**src/rtl/axi_rd_arbiter_2m_if.sv**
```systemverilog
// AXI4 read-channel bundle (AR + R) shared by the arbiter's two master
// ports and its single slave port.
interface axi_rd_arbiter_2m_if #(
  parameter int ID_WIDTH = 4
);
  logic [ID_WIDTH-1:0] rd_addr_id;
  logic [31:0]         rd_addr;
  logic [7:0]          rd_addr_len;
  logic [1:0]          rd_addr_burst;
  logic                rd_addr_valid;
  logic                rd_addr_ready;
  logic [ID_WIDTH-1:0] rd_back_id;
  logic [31:0]         rd_data;
  logic [1:0]          rd_data_resp;
  logic                rd_data_last;
  logic                rd_data_valid;
  logic                rd_data_ready;

  // Issuer of read requests: drives AR and R ready.
  modport master (
    output rd_addr_id, rd_addr, rd_addr_len, rd_addr_burst, rd_addr_valid,
    output rd_data_ready,
    input  rd_addr_ready,
    input  rd_back_id, rd_data, rd_data_resp, rd_data_last, rd_data_valid
  );

  // Responder to read requests: drives AR ready and the R channel.
  modport slave (
    input  rd_addr_id, rd_addr, rd_addr_len, rd_addr_burst, rd_addr_valid,
    input  rd_data_ready,
    output rd_addr_ready,
    output rd_back_id, rd_data, rd_data_resp, rd_data_last, rd_data_valid
  );
endinterface

```
**src/rtl/axi_rd_arbiter_2m.sv**
```systemverilog
// Two-master, one-slave AXI4 read arbiter: one burst outstanding at a time,
// round-robin grant, R beats counted against AR LEN to flag length errors.
module axi_rd_arbiter_2m #(
  parameter int ID_WIDTH = 4
) (
  input  logic                      BUS_CLK,
  input  logic                      BUS_RSTN,
  axi_rd_arbiter_2m_if.slave        m0,
  axi_rd_arbiter_2m_if.slave        m1,
  axi_rd_arbiter_2m_if.master       s,
  output logic                      GRANT,
  output logic                      BUSY,
  output logic                      LEN_ERR,
  output logic                      LEN_ERR_STICKY,
  output logic [1:0]                STATE_DBG
);

  // Handshakes: a transfer happens on a rising edge where VALID and READY are
  // both high; VALID never waits on READY, and READY may depend on VALID.
  typedef enum logic [1:0] {
    ST_IDLE = 2'd0,
    ST_ADDR = 2'd1,
    ST_DATA = 2'd2
  } state_t;

  state_t      state_q, state_d;
  logic        grant_q, grant_d;
  logic        last_grant_q, last_grant_d;
  logic [8:0]  remaining_q, remaining_d;
  logic        len_err_q, len_err_d;
  logic        sticky_q, sticky_d;

  logic                sel_ar_valid;
  logic [7:0]          sel_ar_len;
  logic                sel_r_ready;
  logic [ID_WIDTH-1:0] sel_ar_id;
  logic                ar_hs;
  logic                r_hs;
  logic                in_addr;
  logic                in_data;

  // Selection only depends on the registered grant, so no master input can
  // reach the other master's outputs combinationally.
  assign sel_ar_valid = grant_q ? m1.rd_addr_valid : m0.rd_addr_valid;
  assign sel_ar_len   = grant_q ? m1.rd_addr_len   : m0.rd_addr_len;
  assign sel_ar_id    = grant_q ? m1.rd_addr_id    : m0.rd_addr_id;
  assign sel_r_ready  = grant_q ? m1.rd_data_ready : m0.rd_data_ready;

  assign in_addr = (state_q == ST_ADDR);
  assign in_data = (state_q == ST_DATA);
  assign ar_hs   = in_addr && sel_ar_valid && s.rd_addr_ready;
  assign r_hs    = in_data && s.rd_data_valid && sel_r_ready;

  always_ff @(posedge BUS_CLK or negedge BUS_RSTN) begin
    if (!BUS_RSTN) begin
      state_q      <= ST_IDLE;
      grant_q      <= 1'b0;
      last_grant_q <= 1'b1;
      remaining_q  <= 9'd0;
      len_err_q    <= 1'b0;
      sticky_q     <= 1'b0;
    end else begin
      state_q      <= state_d;
      grant_q      <= grant_d;
      last_grant_q <= last_grant_d;
      remaining_q  <= remaining_d;
      len_err_q    <= len_err_d;
      sticky_q     <= sticky_d;
    end
  end

  always_comb begin
    state_d      = state_q;
    grant_d      = grant_q;
    last_grant_d = last_grant_q;
    remaining_d  = remaining_q;
    len_err_d    = 1'b0;
    case (state_q)
      ST_IDLE: begin
        if (m0.rd_addr_valid || m1.rd_addr_valid) begin
          grant_d = (m0.rd_addr_valid && m1.rd_addr_valid) ? ~last_grant_q
                                                            : m1.rd_addr_valid;
          state_d = ST_ADDR;
        end
      end
      ST_ADDR: begin
        if (ar_hs) begin
          remaining_d = {1'b0, sel_ar_len};
          state_d     = ST_DATA;
        end
      end
      ST_DATA: begin
        if (r_hs) begin
          remaining_d = (remaining_q == 9'd0) ? 9'd0 : remaining_q - 9'd1;
          // remaining counts beats still owed after this one.
          len_err_d   = s.rd_data_last ? (remaining_q != 9'd0)
                                       : (remaining_q == 9'd0);
          if (s.rd_data_last) begin
            last_grant_d = grant_q;
            state_d      = ST_IDLE;
          end
        end
      end
      default: state_d = ST_IDLE;
    endcase
    sticky_d = sticky_q | len_err_d;
  end

  // Slave-side AR: fields always follow the granted master, VALID only in ADDR.
  assign s.rd_addr_id    = sel_ar_id;
  assign s.rd_addr       = grant_q ? m1.rd_addr       : m0.rd_addr;
  assign s.rd_addr_len   = sel_ar_len;
  assign s.rd_addr_burst = grant_q ? m1.rd_addr_burst : m0.rd_addr_burst;
  assign s.rd_addr_valid = in_addr && sel_ar_valid;
  assign s.rd_data_ready = in_data && sel_r_ready;

  assign m0.rd_addr_ready = in_addr && !grant_q && s.rd_addr_ready;
  assign m1.rd_addr_ready = in_addr &&  grant_q && s.rd_addr_ready;

  assign m0.rd_back_id   = s.rd_back_id;
  assign m0.rd_data      = s.rd_data;
  assign m0.rd_data_resp = s.rd_data_resp;
  assign m0.rd_data_valid = in_data && !grant_q && s.rd_data_valid;
  assign m0.rd_data_last  = in_data && !grant_q && s.rd_data_last;

  assign m1.rd_back_id   = s.rd_back_id;
  assign m1.rd_data      = s.rd_data;
  assign m1.rd_data_resp = s.rd_data_resp;
  assign m1.rd_data_valid = in_data &&  grant_q && s.rd_data_valid;
  assign m1.rd_data_last  = in_data &&  grant_q && s.rd_data_last;

  assign GRANT          = grant_q;
  assign BUSY           = (state_q != ST_IDLE);
  assign LEN_ERR        = len_err_q;
  assign LEN_ERR_STICKY = sticky_q;
  assign STATE_DBG      = state_q;

endmodule

```
**src/flat_wrapper.sv**
```systemverilog
// flat-port wrapper written by rule: the top's interface ports become plain ports
module axi_rd_arbiter_2m_flat 
#(
  parameter int ID_WIDTH = 4
)
  (BUS_CLK, BUS_RSTN, GRANT, BUSY, LEN_ERR, LEN_ERR_STICKY, STATE_DBG, m0_rd_addr_id, m0_rd_addr, m0_rd_addr_len, m0_rd_addr_burst, m0_rd_addr_valid, m0_rd_data_ready, m0_rd_addr_ready, m0_rd_back_id, m0_rd_data, m0_rd_data_resp, m0_rd_data_last, m0_rd_data_valid, m1_rd_addr_id, m1_rd_addr, m1_rd_addr_len, m1_rd_addr_burst, m1_rd_addr_valid, m1_rd_data_ready, m1_rd_addr_ready, m1_rd_back_id, m1_rd_data, m1_rd_data_resp, m1_rd_data_last, m1_rd_data_valid, s_rd_addr_id, s_rd_addr, s_rd_addr_len, s_rd_addr_burst, s_rd_addr_valid, s_rd_data_ready, s_rd_addr_ready, s_rd_back_id, s_rd_data, s_rd_data_resp, s_rd_data_last, s_rd_data_valid);
  axi_rd_arbiter_2m_if #(.ID_WIDTH(ID_WIDTH)) m0_i ();
  axi_rd_arbiter_2m_if #(.ID_WIDTH(ID_WIDTH)) m1_i ();
  axi_rd_arbiter_2m_if #(.ID_WIDTH(ID_WIDTH)) s_i ();
  input  logic BUS_CLK;
  input  logic BUS_RSTN;
  output logic GRANT;
  output logic BUSY;
  output logic LEN_ERR;
  output logic LEN_ERR_STICKY;
  output logic [1:0] STATE_DBG;
  input wire logic [$bits(m0_i.rd_addr_id)-1:0] m0_rd_addr_id;
  input wire logic [$bits(m0_i.rd_addr)-1:0] m0_rd_addr;
  input wire logic [$bits(m0_i.rd_addr_len)-1:0] m0_rd_addr_len;
  input wire logic [$bits(m0_i.rd_addr_burst)-1:0] m0_rd_addr_burst;
  input wire logic [$bits(m0_i.rd_addr_valid)-1:0] m0_rd_addr_valid;
  input wire logic [$bits(m0_i.rd_data_ready)-1:0] m0_rd_data_ready;
  output wire logic [$bits(m0_i.rd_addr_ready)-1:0] m0_rd_addr_ready;
  output wire logic [$bits(m0_i.rd_back_id)-1:0] m0_rd_back_id;
  output wire logic [$bits(m0_i.rd_data)-1:0] m0_rd_data;
  output wire logic [$bits(m0_i.rd_data_resp)-1:0] m0_rd_data_resp;
  output wire logic [$bits(m0_i.rd_data_last)-1:0] m0_rd_data_last;
  output wire logic [$bits(m0_i.rd_data_valid)-1:0] m0_rd_data_valid;
  input wire logic [$bits(m1_i.rd_addr_id)-1:0] m1_rd_addr_id;
  input wire logic [$bits(m1_i.rd_addr)-1:0] m1_rd_addr;
  input wire logic [$bits(m1_i.rd_addr_len)-1:0] m1_rd_addr_len;
  input wire logic [$bits(m1_i.rd_addr_burst)-1:0] m1_rd_addr_burst;
  input wire logic [$bits(m1_i.rd_addr_valid)-1:0] m1_rd_addr_valid;
  input wire logic [$bits(m1_i.rd_data_ready)-1:0] m1_rd_data_ready;
  output wire logic [$bits(m1_i.rd_addr_ready)-1:0] m1_rd_addr_ready;
  output wire logic [$bits(m1_i.rd_back_id)-1:0] m1_rd_back_id;
  output wire logic [$bits(m1_i.rd_data)-1:0] m1_rd_data;
  output wire logic [$bits(m1_i.rd_data_resp)-1:0] m1_rd_data_resp;
  output wire logic [$bits(m1_i.rd_data_last)-1:0] m1_rd_data_last;
  output wire logic [$bits(m1_i.rd_data_valid)-1:0] m1_rd_data_valid;
  output wire logic [$bits(s_i.rd_addr_id)-1:0] s_rd_addr_id;
  output wire logic [$bits(s_i.rd_addr)-1:0] s_rd_addr;
  output wire logic [$bits(s_i.rd_addr_len)-1:0] s_rd_addr_len;
  output wire logic [$bits(s_i.rd_addr_burst)-1:0] s_rd_addr_burst;
  output wire logic [$bits(s_i.rd_addr_valid)-1:0] s_rd_addr_valid;
  output wire logic [$bits(s_i.rd_data_ready)-1:0] s_rd_data_ready;
  input wire logic [$bits(s_i.rd_addr_ready)-1:0] s_rd_addr_ready;
  input wire logic [$bits(s_i.rd_back_id)-1:0] s_rd_back_id;
  input wire logic [$bits(s_i.rd_data)-1:0] s_rd_data;
  input wire logic [$bits(s_i.rd_data_resp)-1:0] s_rd_data_resp;
  input wire logic [$bits(s_i.rd_data_last)-1:0] s_rd_data_last;
  input wire logic [$bits(s_i.rd_data_valid)-1:0] s_rd_data_valid;
  assign m0_i.rd_addr_id = m0_rd_addr_id;
  assign m0_i.rd_addr = m0_rd_addr;
  assign m0_i.rd_addr_len = m0_rd_addr_len;
  assign m0_i.rd_addr_burst = m0_rd_addr_burst;
  assign m0_i.rd_addr_valid = m0_rd_addr_valid;
  assign m0_i.rd_data_ready = m0_rd_data_ready;
  assign m0_rd_addr_ready = m0_i.rd_addr_ready;
  assign m0_rd_back_id = m0_i.rd_back_id;
  assign m0_rd_data = m0_i.rd_data;
  assign m0_rd_data_resp = m0_i.rd_data_resp;
  assign m0_rd_data_last = m0_i.rd_data_last;
  assign m0_rd_data_valid = m0_i.rd_data_valid;
  assign m1_i.rd_addr_id = m1_rd_addr_id;
  assign m1_i.rd_addr = m1_rd_addr;
  assign m1_i.rd_addr_len = m1_rd_addr_len;
  assign m1_i.rd_addr_burst = m1_rd_addr_burst;
  assign m1_i.rd_addr_valid = m1_rd_addr_valid;
  assign m1_i.rd_data_ready = m1_rd_data_ready;
  assign m1_rd_addr_ready = m1_i.rd_addr_ready;
  assign m1_rd_back_id = m1_i.rd_back_id;
  assign m1_rd_data = m1_i.rd_data;
  assign m1_rd_data_resp = m1_i.rd_data_resp;
  assign m1_rd_data_last = m1_i.rd_data_last;
  assign m1_rd_data_valid = m1_i.rd_data_valid;
  assign s_rd_addr_id = s_i.rd_addr_id;
  assign s_rd_addr = s_i.rd_addr;
  assign s_rd_addr_len = s_i.rd_addr_len;
  assign s_rd_addr_burst = s_i.rd_addr_burst;
  assign s_rd_addr_valid = s_i.rd_addr_valid;
  assign s_rd_data_ready = s_i.rd_data_ready;
  assign s_i.rd_addr_ready = s_rd_addr_ready;
  assign s_i.rd_back_id = s_rd_back_id;
  assign s_i.rd_data = s_rd_data;
  assign s_i.rd_data_resp = s_rd_data_resp;
  assign s_i.rd_data_last = s_rd_data_last;
  assign s_i.rd_data_valid = s_rd_data_valid;
  axi_rd_arbiter_2m #(.ID_WIDTH(ID_WIDTH)) u_core (.BUS_CLK(BUS_CLK), .BUS_RSTN(BUS_RSTN), .m0(m0_i), .m1(m1_i), .s(s_i), .GRANT(GRANT), .BUSY(BUSY), .LEN_ERR(LEN_ERR), .LEN_ERR_STICKY(LEN_ERR_STICKY), .STATE_DBG(STATE_DBG));
endmodule
```
**config.mk**
```make
export PLATFORM = sky130hd
export DESIGN_NAME = axi_rd_arbiter_2m_flat
export DESIGN_NICKNAME = d
export VERILOG_FILES = /design/src/rtl/axi_rd_arbiter_2m_if.sv /design/src/rtl/axi_rd_arbiter_2m.sv /design/src/flat_wrapper.sv
export SDC_FILE = /design/constraint.sdc
export NUM_CORES = 1
export LEC_CHECK = 0
export ABC_AREA = 1
export CORE_AREA = 2 2 106 108
export CTS_CLUSTER_DIAMETER = 120
export DETAILED_ROUTE_END_ITERATION = 10
export DIE_AREA = 0 0 108 110
export GPL_TIMING_DRIVEN = 1
export PLACE_DENSITY = 0.69
export SLEW_MARGIN = 20
export SYNTH_ARGS = -nofsm -noshare
export SYNTH_HDL_FRONTEND = slang
export SYNTH_SLANG_ARGS = --single-unit
```
**constraint.sdc**
```tcl
create_clock -name BUS_CLK -period 1.6 [get_ports BUS_CLK]
set_input_delay 0.4 -clock BUS_CLK [delete_from_list [all_inputs] [get_ports BUS_CLK]]
set_output_delay 0.4 -clock BUS_CLK [all_outputs]
set_load 0.005 [all_outputs]
```
# ---- Word level (Yosys, flattened, before mapping)
# Index checks and enable logic that the tools add are counted.
dict set report word_totals {
  latch_bits 0
  in_bits 139
  mem_bits_ro 0
  wordCells 61
  memories 0
  regBits 15
  out_inout_bits 136
  ramBits 0
}
dict set report classes {
  n_shift 0
  n_bitwise 2
  n_reduce_logical 27
  div_mod_pow 0
  muxes 19
  add_sub_neg 1
  n_eq_ne 6
  magnitude_cmp 0
  n_mul 0
}
# cell count
set op_table {}
lappend op_table {{$mux W32} 1}
lappend op_table {{$mux W9} 3}
lappend op_table {{$pmux W9 S2} 1}
lappend op_table {{$logic_and A1 B1 Y1} 16}
lappend op_table {{$mux W2} 5}
lappend op_table {{$logic_not A9 Y1} 1}
lappend op_table {{$reduce_bool A9 Y1} 1}
lappend op_table {{$sub A9 B1 Y9 const B} 1}
lappend op_table {{$mux W8} 1}
lappend op_table {{$mux W1} 6}
lappend op_table {{$ne A2 B1 Y1 const B} 3}
lappend op_table {{$pmux W2 S3} 1}
lappend op_table {{$reduce_and A3 Y1} 2}
lappend op_table {{$mux W4} 1}
lappend op_table {{$reduce_and A4 Y1} 1}
lappend op_table {{$reduce_bool A2 Y1} 2}
lappend op_table {{$eq A2 B1 Y1 const B} 1}
lappend op_table {{$eq A2 B2 Y1 const B} 1}
lappend op_table {{$logic_not A2 Y1} 1}
lappend op_table {{$ne A2 B2 Y1 const B} 1}
lappend op_table {{$reduce_and A2 Y1} 1}
lappend op_table {{$logic_not A1 Y1} 1}
lappend op_table {{$logic_or A1 B1 Y1} 1}
lappend op_table {{$not A1 Y1} 1}
lappend op_table {{$or A1 B1 Y1} 1}

# ---- Logic depth before layout (Yosys ltp)
# Gate-level depths: netlist of the first run.
dict set report depth {
  ltp_word 6
  depth_mapped 10
  ltp_nobuf 10
}

# ---- Worst setup path after synthesis of the first run
# OpenSTA, ideal clock, no wires.
dict set report synth_timing {
  kind {flip-flop to output port}
  start {register u_core.state_q[0] (netlist: u_core.STATE_DBG[0])}
  end {output port m0_rd_data_last}
  arrival_ps 1203
  t_required_ps 1200
  slack_ps -3
  path_buffers 1
  path_stages_with_launch 6
  path_cell_list {dfrtp_1 inv_1 ha_1 inv_1 clkbuf_1 nor3_1}
}
dict set report synth_via {
  elab_chain_len 3
}
# item line
set synth_rtl {}
lappend synth_rtl {{from (decl)} axi_rd_arbiter_2m.sv:26} ;# state_t state_q, state_d;
lappend synth_rtl {{from (signal assigned)} axi_rd_arbiter_2m.sv:63} ;# state_q <= state_d;
lappend synth_rtl {{$eq A2 B2 Y1} axi_rd_arbiter_2m.sv:50} ;# assign in_data = (state_q == ST_DATA);
lappend synth_rtl {{$logic_and A1 B1 Y1 (2 in series)} axi_rd_arbiter_2m.sv:124} ;# assign m0.rd_data_last = in_data && !grant_q && s.rd_data_last;
lappend synth_rtl {{to (decl)} flat_wrapper.sv:27} ;# output wire logic [$bits(m0_i.rd_data_last)-1:0] m0_rd_data_last;
# Every way passes these cells.

# ---- Worst setup path in the final report of the first run
dict set report layout_timing {
  start {register u_core.grant_q (netlist: u_core.GRANT)}
  end {output port m0_rd_addr_ready}
}
dict set report layout_via {
  elab_chain_len 3
}
# item line
set layout_rtl {}
lappend layout_rtl {{from (decl)} axi_rd_arbiter_2m.sv:27} ;# logic grant_q, grant_d;
lappend layout_rtl {{from (signal assigned)} axi_rd_arbiter_2m.sv:64} ;# grant_q <= grant_d;
lappend layout_rtl {{$logic_not A1 Y1} axi_rd_arbiter_2m.sv:117} ;# assign m0.rd_addr_ready = in_addr && !grant_q && s.rd_addr_ready;
lappend layout_rtl {{$logic_and A1 B1 Y1 (2 in series)} axi_rd_arbiter_2m.sv:117}
lappend layout_rtl {{to (decl)} flat_wrapper.sv:23} ;# output wire logic [$bits(m0_i.rd_addr_ready)-1:0] m0_rd_addr_ready;
# Every way passes these cells.

==> results of run 1 <==
-- cell type report --
class                           instances  area, µm²
Clock buffer                            4       45.0
Fill cell                            1020       5840
Inverter                               21        104
Multi-Input combinational cell        264       1810
Sequential cell                        15        379
Tap cell                              140        175
Timing Repair Buffer                  235       2340
-- worst max-delay path, stage by stage (launching register included) --
cell      delay (ps)
dfrtp_2          460
clkinv_4         100
buf_12           130
buf_12           140
nand2_2           50
nor2_1           140
buf_2            140
-- path summary, 6_finish.rpt --
path | endpoint
min in group BUS_CLK | u_core.last_grant_q
worst min register to register | u_core.last_grant_q
worst max-delay path | m0_rd_addr_ready
worst max register to register | u_core.remaining_q[6]
max in group asynchronous | u_core.STATE_DBG[1]
worst min-delay path | u_core.remaining_q[7]
-- power groups by stage --
stage / Combinational (mW) / Clock, mW / Sequential, mW
after detailed placement: 4.52 / 0 / 0.688
after floorplan: 2.21 / 0 / 0.668
after global routing: 7.68 / 0.350 / 0.739
after CTS: 6.10 / 0.333 / 0.702
after global placement: 4.47 / 0 / 0.681
final: 7.16 / 0.325 / 0.722
-- metrics by stage --
stage               TNS [ps]  cell area [µm²]  power [mW]  hold slack [ps]  util [%]
floorplan              -5.92             2250        2.88              104         -
global placement      -18870             3690        5.15              466      34.5
detailed placement    -19330             3690        5.21              458      34.5
CTS                    -8010             4290        7.14              415      40.1
global route          -12550             4860        8.77              423      45.4
finish                 -8660             4860        8.20              406      45.4
-- per-layer routing --
layer,vias up,share of wire [%]
met5,-,0
met3,28,9.3
met4,0,2.8
met1,1403,37
li1,1407,-
met2,151,51
-- cells in the mapped netlist, drive strengths merged --
master	number	area, µm²
buf	88	637
a21o	1	7.51
nor3	3	15.0
xor2	3	26.3
nor2	14	62.6
clkbuf	1	3.75
nand3	12	72.6
ha	5	62.6
nand4	2	27.5
nand2	210	803
inv	20	77.6
clkinv	1	5.00
o21ai	6	30.0
dfstp	1	26.3
a21boi	1	7.51
or2	1	8.76
dfrtp	14	350
a21oi	3	15.0
nand3b	2	15.0
-- logic make-up (layout without fill, tap and decap cells) --
kind of cell,after synthesis,in the layout,synth area share [%]
AO/OA/AOI/OAI,11,11,2.67
XOR/XNOR,3,3,1.17
adder cells (fa/ha/maj),5,5,2.78
buffers and inverters,110,260,32.1
flip-flops,15,15,16.7
AND/OR/NAND/NOR,244,245,44.6
-- what timing repair did --
| item | in CTS | in global routing |
|---|---|---|
| setup buffers | 33 | 5 |
| resized for setup | 362 | 137 |
| setup endpoints to repair | 66 | 72 |
| gates cloned | 6 | 2 |
| hold buffers | 0 | 0 |
| pin swaps | 30 | 30 |
-- registers in the layout, indices dropped and copies added, names as in the netlist --
signal,flops
u_core.remaining_q,9
u_core.LEN_ERR_STICKY,1
u_core.GRANT,1
u_core.LEN_ERR,1
u_core.STATE_DBG,2
u_core.last_grant_q,1
==> results.cfg, run 1 <==
[clocking]
cts_tree = done
clock-sinks = 15
root_buffer = clkbuf_8
clk_pin_slew_ps = 60
cts_buffers = 3
clk_latency_ps = 260
cts_buffer_depth = 2
htreeDepth = 1

[yosys]
yosysSeqAreaShare_pct = 16.7
ys_seq_elements = 15
syn_inst = 388
ys_types = 28
yosysWarningCount = 0
syn_area_per_cell_um2 = 5.81
syn_area_mm2 = 0.00225
synth_fp_nets = 532

[power]
switching_share_pct = 45.5
pwr-share-seq_pct = 8.8
p_clk_share_pct = 4.0
peakVddDrop_mv = 0.657
pwr-share-comb_pct = 87.2
power_density_mw_per_mm2 = 1690
power.internal_mw = 4.47
total_leakage_power_nw = 2.47
switchingPower_mw = 3.73

[cells_and_area]
final_common_cell = clkdlybuf4s50_1
final_nets = 684
diodes = 0
finalNonFillerCells = 679
layout_common_cells = clkdlybuf4s50_1 (102), nand2_1 (95), nand2_2 (59)
drive_gt1_share_pct = 51.8
syn_to_final_growth_pct = 116

[timing]
finalCriticalPeriod_ps = 1810
worst_slack_ps = -213
min_period_over_period_pct = 113
fmax_ghz = 0.552
maxSlewHeadroom_pct = 77.8
rsz0062_at_grt = true
hold_violations = 0
worst_slew_pin_slew_ps = 332
final_max_slew_viol_count = 0
fin_worst_skew_ps = 1.31
setup_viol = 68

[global_route]
grt_pass1_wl_um = 14800
grt_max_degree = 16
use_met1_pct = 16.6
grt_busiest_layer = met2
gr-total-overflow = 0
first_global_vias = 2925
grt_use_met2_pct = 30.8
met3_usage_pct = 5.29
antenna_found_initial = 0
track_usage_pct = 16.1

[place]
post-place-ws_ps = -456
numPortBuffers = 160
dp.cells = 635
hpwl_um = 7260
gp_congestion = 0.832

[drt]
wl_um = 10800
wl_per_cell_um = 16.0
firstDrtPassIters = 4
viasPerCell = 4.40
drt_iter0_markers = 129
postRouteAntennaNets = 0
vias = 2989
drc = 0

[die]
fp-row-count = 38
design.die.area_mm2 = 0.0119
io_pins = 275
coreArea_mm2 = 0.0107
die_y_um = 110
die_w_um = 108
start_util_pct = 21.1

[setup_path]
start_kind = register
criticalPathCategory = register to primary output
reg2regPathDepth = 11
crit_path_end_kind = primary output
cp.required_ps = 1200
critPathArrivalTime_ps = 1410
crit-reg2reg-launch = u_core.GRANT
r2r_setup_slack_ps = -170
critical_path.max_fanout = 6
cp-startpoint = u_core.GRANT

[status]
violations = setup timing
status = finished with violations

[worst_hold_path]
hold_path.class = input pin to asynchronous set/reset pin

[run]
cap_viol_max_count = 0
Power figures use the tool's default switching activity.
==> inputs of run 2 (changes only) <==
--- a/config.mk
+++ b/config.mk
@@ -7,7 +7,6 @@
 export LEC_CHECK = 0
 export ABC_AREA = 1
 export CORE_AREA = 2 2 106 108
-export CTS_CLUSTER_DIAMETER = 120
 export DETAILED_ROUTE_END_ITERATION = 10
 export DIE_AREA = 0 0 108 110
 export GPL_TIMING_DRIVEN = 1
==> results of run 2 <==
The final DEF is identical to that of run 1; final timing and power are the same.
==> inputs of run 3 (changes only) <==
==> constraint.sdc (replaced) <==
create_clock -name BUS_CLK -period 2 [get_ports BUS_CLK]
set_input_delay 0.5 -clock BUS_CLK [delete_from_list [all_inputs] [get_ports BUS_CLK]]
set_output_delay 0.5 -clock BUS_CLK [all_outputs]
set_load 0.005 [all_outputs]
==> run 3 against run 2 <==
Compared with the run above:
- the flow now finishes without violations
- die area unchanged
- sequential power decreased by 22%
- global-route usage fell by 1.7 points
- cell area fell by 21%
- non-clock buffer count is 31 lower
- clock skew up 0.72 ps
- core utilization shrank 9.5 points
- final cell count fell by 4.7%
- sequential share of layout area rose by 2.0 points
- critical path depth shrank 2
- hold slack improved by 65 ps
- critical path type is now input pin to primary output
- largest cell class unchanged
==> results.cfg, run 3 (same netlist as run 1, synthesis figures left out) <==
[status]
status = completed

[power]
power_density_mw_per_mm2 = 1190
peakVddDrop_mv = 0.564
total_leakage_power_nw = 2.02

[clocking]
clk_pin_slew_ps = 60
cts_buffer_depth = 2
clock-sinks = 15
cts_hold_buffers = 0
clk_latency_ps = 250
htreeDepth = 1
root_buffer = clkbuf_8
cts_tree = done
cts_buffers = 3

[place]
numPortBuffers = 160
gp_congestion = 0.823
placed_area_mm2 = 0.00364
hpwl_um = 7250

[die]
start_util_pct = 21.1
fp-row-count = 38
design.die.area_mm2 = 0.0119
die_w_um = 108
coreArea_mm2 = 0.0107
die_y_um = 110
io_pins = 275

[timing]
min_period_over_period_pct = 97.7
hold_violations = 0
whs_ps = 470
fin_worst_skew_ps = 2.03
fmax_ghz = 0.512
maxSlewHeadroom_pct = 78.3
final_max_slew_viol_count = 0
worst_slew_pin_slew_ps = 324
setup_viol = 0
finalCriticalPeriod_ps = 1950

[cells_and_area]
largest_reg_flops = 9
layout_common_cells = nand2_1 (203), clkdlybuf4s50_1 (105), dlygate4sd2_1 (37)
final_common_cell = nand2_1
stdcell_area_mm2 = 0.00384
final_nets = 652
fillers = 1157
syn_to_final_growth_pct = 70.6
multi_input_area_mm2 = 0.00119
drive_gt1_share_pct = 15.6
diodes = 0
largest-register = u_core.remaining_q
ff_latch_area_um2 = 378

[setup_path]
criticalPathCategory = input pin to primary output
critical_path.max_fanout = 3
critPathArrivalTime_ps = 1450
crit_path_end_kind = primary output
r2r-end = u_core.remaining_q[0]
r2r_setup_slack_ps = 280
cp.required_ps = 1500
start_kind = input pin
reg2regPathDepth = 10
crit-reg2reg-launch = u_core.GRANT

[worst_hold_path]
hold_path.startpoint = u_core.LEN_ERR_STICKY
hold_path.class = register to register
min_path_cells = 1
min_to = u_core.LEN_ERR_STICKY

[drt]
postRouteAntennaNets = 0
drc = 0
vias = 2669
wl_um = 9160
drt_iter0_markers = 136
wl_per_cell_um = 14.2
viasPerCell = 4.13
firstDrtPassIters = 4

[run]
cap_viol_max_count = 0

[global_route]
antenna_found_initial = 0
track_usage_pct = 14.4
first_global_vias = 2538
grt_max_degree = 20
gr-total-overflow = 0
grt_pass1_wl_um = 13200
## run 3: changes by cell type in the layout (fill, tap and decap cells not counted), sizes merged
cell and delta:
clkdlybuf4s50 +3, inv +1, nand3 -1, clkbuf +1, bufbuf +1, buf -81, dlygate4sd2 +37, clkdlybuf4s15 +7
## run 3: what timing repair did
item,CTS,global route
gates resized for setup,95,18
endpoints found under the setup margin,55,13
cloned,2,0
pin swaps,0,2
setup buffers,10,2
## run 3: per-stage QoR
stage               power [mW]  worst slack (ps)  instances  util, %  setup TNS (ps)
finish                    4.57              45.0        647     35.9               0
global route              5.01             -1.18        647     35.9           -2.08
CTS                       4.54             -64.0        645     35.7            -244
detailed placement        4.10              -275        629     34.0           -6400
global placement          4.04              -241        629     34.0           -6200
floorplan                 2.30               297        388        -               0
## run 3: power by group
part	leakage [nW]	switching, mW	internal (mW)	total (mW)
logic	1.81	1.84	1.92	3.75
registers	0.186	0.116	0.444	0.560
clock network	0.0255	0.119	0.138	0.257
total	2.02	2.07	2.50	4.57
## run 3: worst max-delay path, stage by stage
cell             delay (ps)
clkdlybuf4s50_1         490
inv_1                    90
nor2_1                  110
dlygate4sd2_1           260
## run 3: layout make-up
| type | count | share of cell area (%) |
|---|---|---|
| Sequential cell | 15 | 9.83 |
| Tap cell | 140 | 4.56 |
| Inverter | 21 | 2.31 |
| Multi-Input combinational cell | 263 | 30.8 |
| Clock inverter | 1 | 0.130 |
| Clock buffer | 3 | 1.07 |
| Timing Repair Buffer | 204 | 51.3 |
## run 3: worst max-delay path by stage
stage | start | endpoint | slack, ps | depth (start not counted)
CTS | u_core.GRANT | s_rd_addr_len[3] | -60 | 6
global route | u_core.GRANT | s_rd_addr[7] | -1 | 6
detailed placement | m1_rd_addr_valid | s_rd_addr_valid | -270 | 4
floorplan | u_core.STATE_DBG[0] | m0_rd_data_last | 300 | 5
finish | s_rd_data_last | m1_rd_data_last | 50 | 4
global placement | m1_rd_addr_valid | s_rd_addr_valid | -240 | 4
## run 3: per-layer routing
metal | vias to the layer above | part of all wire (%) | global-route usage [%]
met2 | 134 | 50 | 27.4
met3 | 9 | 9.9 | 4.00
met5 | - | 0 | 0
met1 | 1193 | 39 | 16.2
met4 | 0 | 0.75 | 2.47
li1 | 1333 | - | -
